==> config.mk <==
export PLATFORM = sky130hd
export DESIGN_NAME = cachepool_l2_rd_arbiter
export DESIGN_NICKNAME = d
export VERILOG_FILES = /design/src/rtl/cachepool_l2_rd_arbiter.sv
export SDC_FILE = /design/constraint.sdc
export NUM_CORES = 1
export LEC_CHECK = 0
export BUFFER_PORTS_ARGS = -buffer_cell sky130_fd_sc_hd__buf_2
export CORE_AREA = 2 2 528 530
export DETAILED_ROUTE_END_ITERATION = 16
export DIE_AREA = 0 0 530 532
export PLACE_DENSITY_LB_ADDON = 0.12
export SETUP_SLACK_MARGIN = 0.3
export SYNTH_ARGS = -nofsm -noshare
export SYNTH_HDL_FRONTEND = slang
export SYNTH_SLANG_ARGS = --single-unit
==> constraint.sdc <==
create_clock -name clk_i -period 7 [get_ports clk_i]
set_clock_uncertainty 0.05 [all_clocks]
set_input_delay 0.35 -clock clk_i [delete_from_list [all_inputs] [get_ports clk_i]]
set_output_delay 0.35 -clock clk_i [all_outputs]
set_load 0.01 [all_outputs]
==> src/rtl/cachepool_l2_rd_arbiter.sv <==
// Round-robin read arbiter that shares one L2/DRAM AR+R channel among NumReq requesters.
// Requests pass through a one-entry AR register; R beats are routed back by the requester index held in the ID MSBs.
//
//   state | meaning
//   ------+-------------------------------------------------
//   EMPTY | AR stage holds nothing, mst_ar_valid_o low
//   FULL  | AR stage holds a granted request awaiting handshake
module cachepool_l2_rd_arbiter #(
    parameter int NumReq         = 4,
    parameter int AddrWidth      = 48,
    parameter int DataWidth      = 512,
    parameter int IdWidth        = 2,
    parameter int LenWidth       = 8,
    parameter int MaxOutstanding = 8,
    parameter int OutIdWidth     = IdWidth + $clog2(NumReq)
) (
    input  logic                                             clk_i,
    input  logic                                             rst_i,
    input  logic [NumReq-1:0]                                ar_valid_i,
    output logic [NumReq-1:0]                                ar_ready_o,
    input  logic [NumReq*AddrWidth-1:0]                      ar_addr_i,
    input  logic [NumReq*LenWidth-1:0]                       ar_len_i,
    input  logic [NumReq*IdWidth-1:0]                        ar_id_i,
    output logic [NumReq-1:0]                                r_valid_o,
    input  logic [NumReq-1:0]                                r_ready_i,
    output logic [DataWidth-1:0]                             r_data_o,
    output logic [IdWidth-1:0]                               r_id_o,
    output logic                                             r_last_o,
    output logic                                             mst_ar_valid_o,
    input  logic                                             mst_ar_ready_i,
    output logic [AddrWidth-1:0]                             mst_ar_addr_o,
    output logic [LenWidth-1:0]                              mst_ar_len_o,
    output logic [OutIdWidth-1:0]                            mst_ar_id_o,
    input  logic                                             mst_r_valid_i,
    output logic                                             mst_r_ready_o,
    input  logic [DataWidth-1:0]                             mst_r_data_i,
    input  logic [OutIdWidth-1:0]                            mst_r_id_i,
    input  logic                                             mst_r_last_i,
    output logic [NumReq*$clog2(MaxOutstanding+1)-1:0]       outstanding_o,
    output logic                                             busy_o
);

    localparam int IdxW = $clog2(NumReq);
    localparam int CntW = $clog2(MaxOutstanding + 1);
    localparam logic [CntW-1:0] MaxCnt = CntW'(MaxOutstanding);

    typedef enum logic {EMPTY, FULL} state_t;

    state_t            state_q;
    logic [IdxW-1:0]   rr_ptr_q;
    logic [CntW-1:0]   cnt_q [NumReq];

    logic [NumReq-1:0] eligible;
    logic              accept;
    logic              found;
    logic [IdxW-1:0]   grant_idx;
    logic [IdxW-1:0]   scan_idx;
    logic              grant_fire;
    logic [IdxW-1:0]   r_idx;
    logic              r_last_hs;
    logic [NumReq-1:0] inc;
    logic [NumReq-1:0] dec;

    always_comb begin
        for (int i = 0; i < NumReq; i++) begin
            eligible[i] = ar_valid_i[i] && (cnt_q[i] < MaxCnt);
        end
    end

    // A full stage can be refilled in the same cycle it hands off downstream.
    assign accept = (state_q == EMPTY) || mst_ar_ready_i;

    always_comb begin
        found     = 1'b0;
        grant_idx = '0;
        scan_idx  = '0;
        for (int i = 0; i < NumReq; i++) begin
            scan_idx = rr_ptr_q + IdxW'(i);
            if (!found && eligible[scan_idx]) begin
                found     = 1'b1;
                grant_idx = scan_idx;
            end
        end
    end

    assign grant_fire = accept && found;

    always_comb begin
        ar_ready_o = '0;
        if (grant_fire) ar_ready_o[grant_idx] = 1'b1;
    end

    always_ff @(posedge clk_i or posedge rst_i) begin
        if (rst_i) begin
            state_q       <= EMPTY;
            rr_ptr_q      <= '0;
            mst_ar_addr_o <= '0;
            mst_ar_len_o  <= '0;
            mst_ar_id_o   <= '0;
        end else begin
            if (grant_fire) begin
                mst_ar_addr_o <= ar_addr_i[grant_idx*AddrWidth +: AddrWidth];
                mst_ar_len_o  <= ar_len_i[grant_idx*LenWidth +: LenWidth];
                mst_ar_id_o   <= {grant_idx, ar_id_i[grant_idx*IdWidth +: IdWidth]};
                rr_ptr_q      <= grant_idx + IdxW'(1);
            end
            case (state_q)
                EMPTY: if (grant_fire) state_q <= FULL;
                FULL:  if (mst_ar_ready_i && !grant_fire) state_q <= EMPTY;
                default: state_q <= EMPTY;
            endcase
        end
    end

    assign mst_ar_valid_o = (state_q == FULL);

    assign r_idx         = mst_r_id_i[OutIdWidth-1:IdWidth];
    assign mst_r_ready_o = r_ready_i[r_idx];
    assign r_data_o      = mst_r_data_i;
    assign r_id_o        = mst_r_id_i[IdWidth-1:0];
    assign r_last_o      = mst_r_last_i;
    assign r_last_hs     = mst_r_valid_i && mst_r_ready_o && mst_r_last_i;

    always_comb begin
        r_valid_o        = '0;
        r_valid_o[r_idx] = mst_r_valid_i;
    end

    always_comb begin
        for (int i = 0; i < NumReq; i++) begin
            inc[i] = grant_fire && (grant_idx == IdxW'(i));
            dec[i] = r_last_hs && (r_idx == IdxW'(i)) && (cnt_q[i] != '0);
        end
    end

    always_ff @(posedge clk_i or posedge rst_i) begin
        if (rst_i) begin
            for (int i = 0; i < NumReq; i++) cnt_q[i] <= '0;
        end else begin
            for (int i = 0; i < NumReq; i++) begin
                if (inc[i] && !dec[i]) cnt_q[i] <= cnt_q[i] + CntW'(1);
                else if (dec[i] && !inc[i]) cnt_q[i] <= cnt_q[i] - CntW'(1);
            end
        end
    end

    for (genvar gi = 0; gi < NumReq; gi++) begin : g_cnt
        assign outstanding_o[gi*CntW +: CntW] = cnt_q[gi];
        assert property (@(posedge clk_i) disable iff (rst_i) cnt_q[gi] <= MaxCnt);
    end

    always_comb begin
        busy_o = (state_q == FULL);
        for (int i = 0; i < NumReq; i++) begin
            if (cnt_q[i] != '0) busy_o = 1'b1;
        end
    end

    assert property (@(posedge clk_i) disable iff (rst_i)
        mst_ar_valid_o && !mst_ar_ready_i |=> rst_i ||
        (mst_ar_valid_o && $stable(mst_ar_addr_o) && $stable(mst_ar_len_o) && $stable(mst_ar_id_o)));

    assert property (@(posedge clk_i) disable iff (rst_i) $onehot0(ar_ready_o));

    assert property (@(posedge clk_i) disable iff (rst_i) !(r_last_hs && cnt_q[r_idx] == '0));

endmodule

==> results.ini <==
[sta]
min_period_over_period = 0.559
slew_headroom = 0.290
min_period_ps = 3910
worst_slack_ps = 3090
finalSetupViolations = 0
rsz0062_at_grt = no
fmaxAchievable_mhz = 256
finalMaxSlewViolations = 0
tns_ps = 0
tightest_slew_ps = 1060
hold_viol = 0

[clocking]
numClockSinks = 79
clkTransAtPathRegs_ps = 100
worst_skew_pair.late_latency_ps = 470
cts_buffers = 9
cts_tree = done
htreeDepth = 3
clockBufferDepth = 2
clock-root-buffer = clkbuf_16
ctsResizeCount = 0

[layout]
fill_cells = 33000
drive_gt1_frac = 0.458
layout.cells.non_filler = 4598
area_growth_pct = 29.1
finalNetCount = 1662

[logic_synthesis]
yosysWarnings = 0
synth_cell_type_count = 52
synthCells = 1092
synth_edf_count = 0
synth_top_area_frac = 0.418
async_flop_share = 1.00
yosys_register_bits = 79
netlist_area_sq_um = 9280
synth_nets = 1869
yosysSeqAreaShare = 0.213
synth_top_flop_cell = dfrtp_1
yosys.area.top_type = buf_4
synth_common_cells = 516 x buf_4, 79 x dfrtp_1, 63 x nand3_1, 61 x o21ai_0, 54 x a21oi_1
yosysMostFrequentCell = buf_4
syn_area_per_cell_sq_um = 8.50
synth_area_leaders = buf_4 42%, dfrtp_1 21%, a221o_1 4.5%

[critical_path]
slowest_stage = dfrtp_1
worst_ep_arrival_time_ps = 4210
cp_slowest_stage_delay_ps = 750
cp-start-kind = register
cp_num_buf_inv = 2
critical_path_class = reg2reg
cp_max_fo = 32
crit_top_cell = ha_1
crit_path_end_kind = register
critical_path.top_delay_family = compound AO/OA/AOI/OAI gates
path_cells = nor3b_1, a211o_4, a211oi_4, buf_4, and2_1, ha_1, inv_1, ha_1, a21o_1, a21oi_1, xnor2_1, nor2_1, xor2_1
required_ps = 7300

[die]
start_util = 0.0336
fp.dieH_um = 532
num_io_pins = 1363
die_width_um = 530
core_sq_um = 276000
die_area_sq_um = 282000
rows = 193

[run_status]
status = finished clean

[drt]
wl_um = 130000
drc = 0
firstDrtPassIters = 4
wl_per_cell_um = 28.2
drtIter0Drc = 335
vias = 7287
vias_per_cell = 1.58
drtAntennaViolNets = 0

[place]
hpwl_um = 116000
port_buffers = 334
place_inst = 4578
pre_cts_slack_ps = 3000
gp_congestion = 0.776

[global_routing]
grt_max_degree = 45
grt_antenna_before_repair = 23
grt_pass1_vias = 7869
grt_usage = 0.0890
grt.overflow.total = 0
grt_pass1_wl_um = 148000

[run]
cap_viol_max_count = 0

[worst_hold_path]
hold_class = in2reg

[power]
power_leakage_nw = 3.54
power_density_nw_per_um2 = 351
max-vdd-ir-drop_v = 0.000192

-- registers in the layout (all words and copies together), names as in the netlist --
signal and cells:
mst_ar_len_o 8, mst_ar_id_o 4, mst_ar_addr_o 48, rr_ptr_q 2, mst_ar_valid_o 1, outstanding_o 16
-- stage by stage --
stage	hold slack (ps)	util	total power, mW	instance area [sq um]
floorplan	465	-	2.57	9280
global placement	416	0.0423	3.80	11700
detailed placement	422	0.0423	3.76	11700
CTS	39.5	0.0434	4.51	12000
global route	72.9	0.0434	4.65	12000
finish	126	0.0434	4.20	12000
-- kinds of logic (layout without fill, tap and decap cells) --
| logic type | count (synthesis) | after routing | synth area share |
|---|---|---|---|
| AO/OA/AOI/OAI | 264 | 264 | 0.214 |
| XOR/XNOR | 16 | 16 | 0.0151 |
| adder cells (fa/ha/maj) | 16 | 16 | 0.0248 |
| buffers and inverters | 577 | 375 | 0.451 |
| flip-flops | 79 | 79 | 0.213 |
| multiplexers | 5 | 5 | 0.00728 |
| other | 0 | 3 | 0 |
| AND/OR/NAND/NOR | 135 | 135 | 0.0750 |
-- worst register-to-register path, cell delays in order, from the launching register on --
cell and delay [ps]:
dfrtp_1 750, nor3b_1 240, a211o_4 550, a211oi_4 290, buf_4 430, and2_1 240
ha_1 190, inv_1 90, ha_1 280, a21o_1 170, a21oi_1 170, xnor2_1 140
nor2_1 70, xor2_1 140
-- worst paths after layout --
kind | startpoint | to | slack [ps] | cells past startpoint
worst min-delay path | ar_addr_i[117] | mst_ar_addr_o[21]$_DFFE_PP0P_ | 130 | 3
min in group asynchronous | rst_i | outstanding_o[2]$_DFFE_PP0P_ | 420 | 3
worst min register to register | mst_ar_id_o[3]$_DFFE_PP0P_ | mst_ar_id_o[3]$_DFFE_PP0P_ | 440 | 2
max in group asynchronous | rst_i | mst_ar_addr_o[24]$_DFFE_PP0P_ | 5100 | 4
worst max register to register | rr_ptr_q[1]$_DFFE_PP0P_ | outstanding_o[11]$_DFFE_PP0P_ | 3090 | 13
worst max-delay path | rr_ptr_q[1]$_DFFE_PP0P_ | outstanding_o[11]$_DFFE_PP0P_ | 3090 | 13
-- power by group --
group	switching [mW]	total, mW	internal [mW]
combinational	1.75	2.64	0.887
sequential	0.220	0.912	0.692
clock	0.367	0.653	0.286
total	2.34	4.20	1.86
-- area by class of cell --
type | count | area, sq um | area share
Sequential cell | 79 | 1980 | 0.165
Multi-Input combinational cell | 436 | 3200 | 0.267
Clock inverter | 7 | 85.1 | 0.00710
Timing Repair Buffer | 354 | 1820 | 0.152
Antenna cell | 3 | 7.51 | 0.000627
Inverter | 5 | 23.8 | 0.00198
Clock buffer | 9 | 225 | 0.0188
Tap cell | 3705 | 4640 | 0.387
-- layout by cell type (no fill, tap or decap), types with 2 or more instances in the layout --
cell / Yosys / final
a211oi_4: 1 / 3
a21o_1: 22 / 22
a21oi_1: 54 / 54
a21oi_2: 9 / 9
a221o_1: 42 / 42
a221oi_1: 8 / 8
a221oi_2: 9 / 9
and2_1: 5 / 5
buf_2: 14 / 334
buf_4: 516 / 19
clkbuf_16: 0 / 9
clkinvlp_4: 0 / 2
dfrtp_1: 79 / 79
diode_2: 0 / 3
fa_1: 4 / 4
ha_1: 12 / 12
inv_1: 5 / 4
inv_6: 0 / 3
inv_8: 0 / 2
mux2_2: 4 / 4
nand2_1: 12 / 12
nand2b_1: 4 / 4
nand3_1: 63 / 63
nand3b_1: 3 / 3
nor2_1: 27 / 27
nor2b_1: 4 / 4
nor3_1: 3 / 3
nor3b_1: 2 / 2
o21ai_0: 61 / 61
o21ai_1: 5 / 4
o22a_1: 41 / 41
or4_1: 3 / 3
xnor2_1: 12 / 12
xor2_1: 4 / 4
-- layer usage --
layer,vias up,global-route usage,wire length (um)
met1,3263,0.0528,26700
met2,929,0.145,59900
met3,241,0.120,38200
li1,2850,-,-
met4,4,0.0322,4740
met5,-,0.00513,212
-- repair_timing --
action	in CTS	in global routing
setup buffers	0	0
endpoints found under the hold margin	43	0
hold buffers	1	0
setup endpoints to repair	0	0
Note: power is estimated with default switching activity, not from simulation.
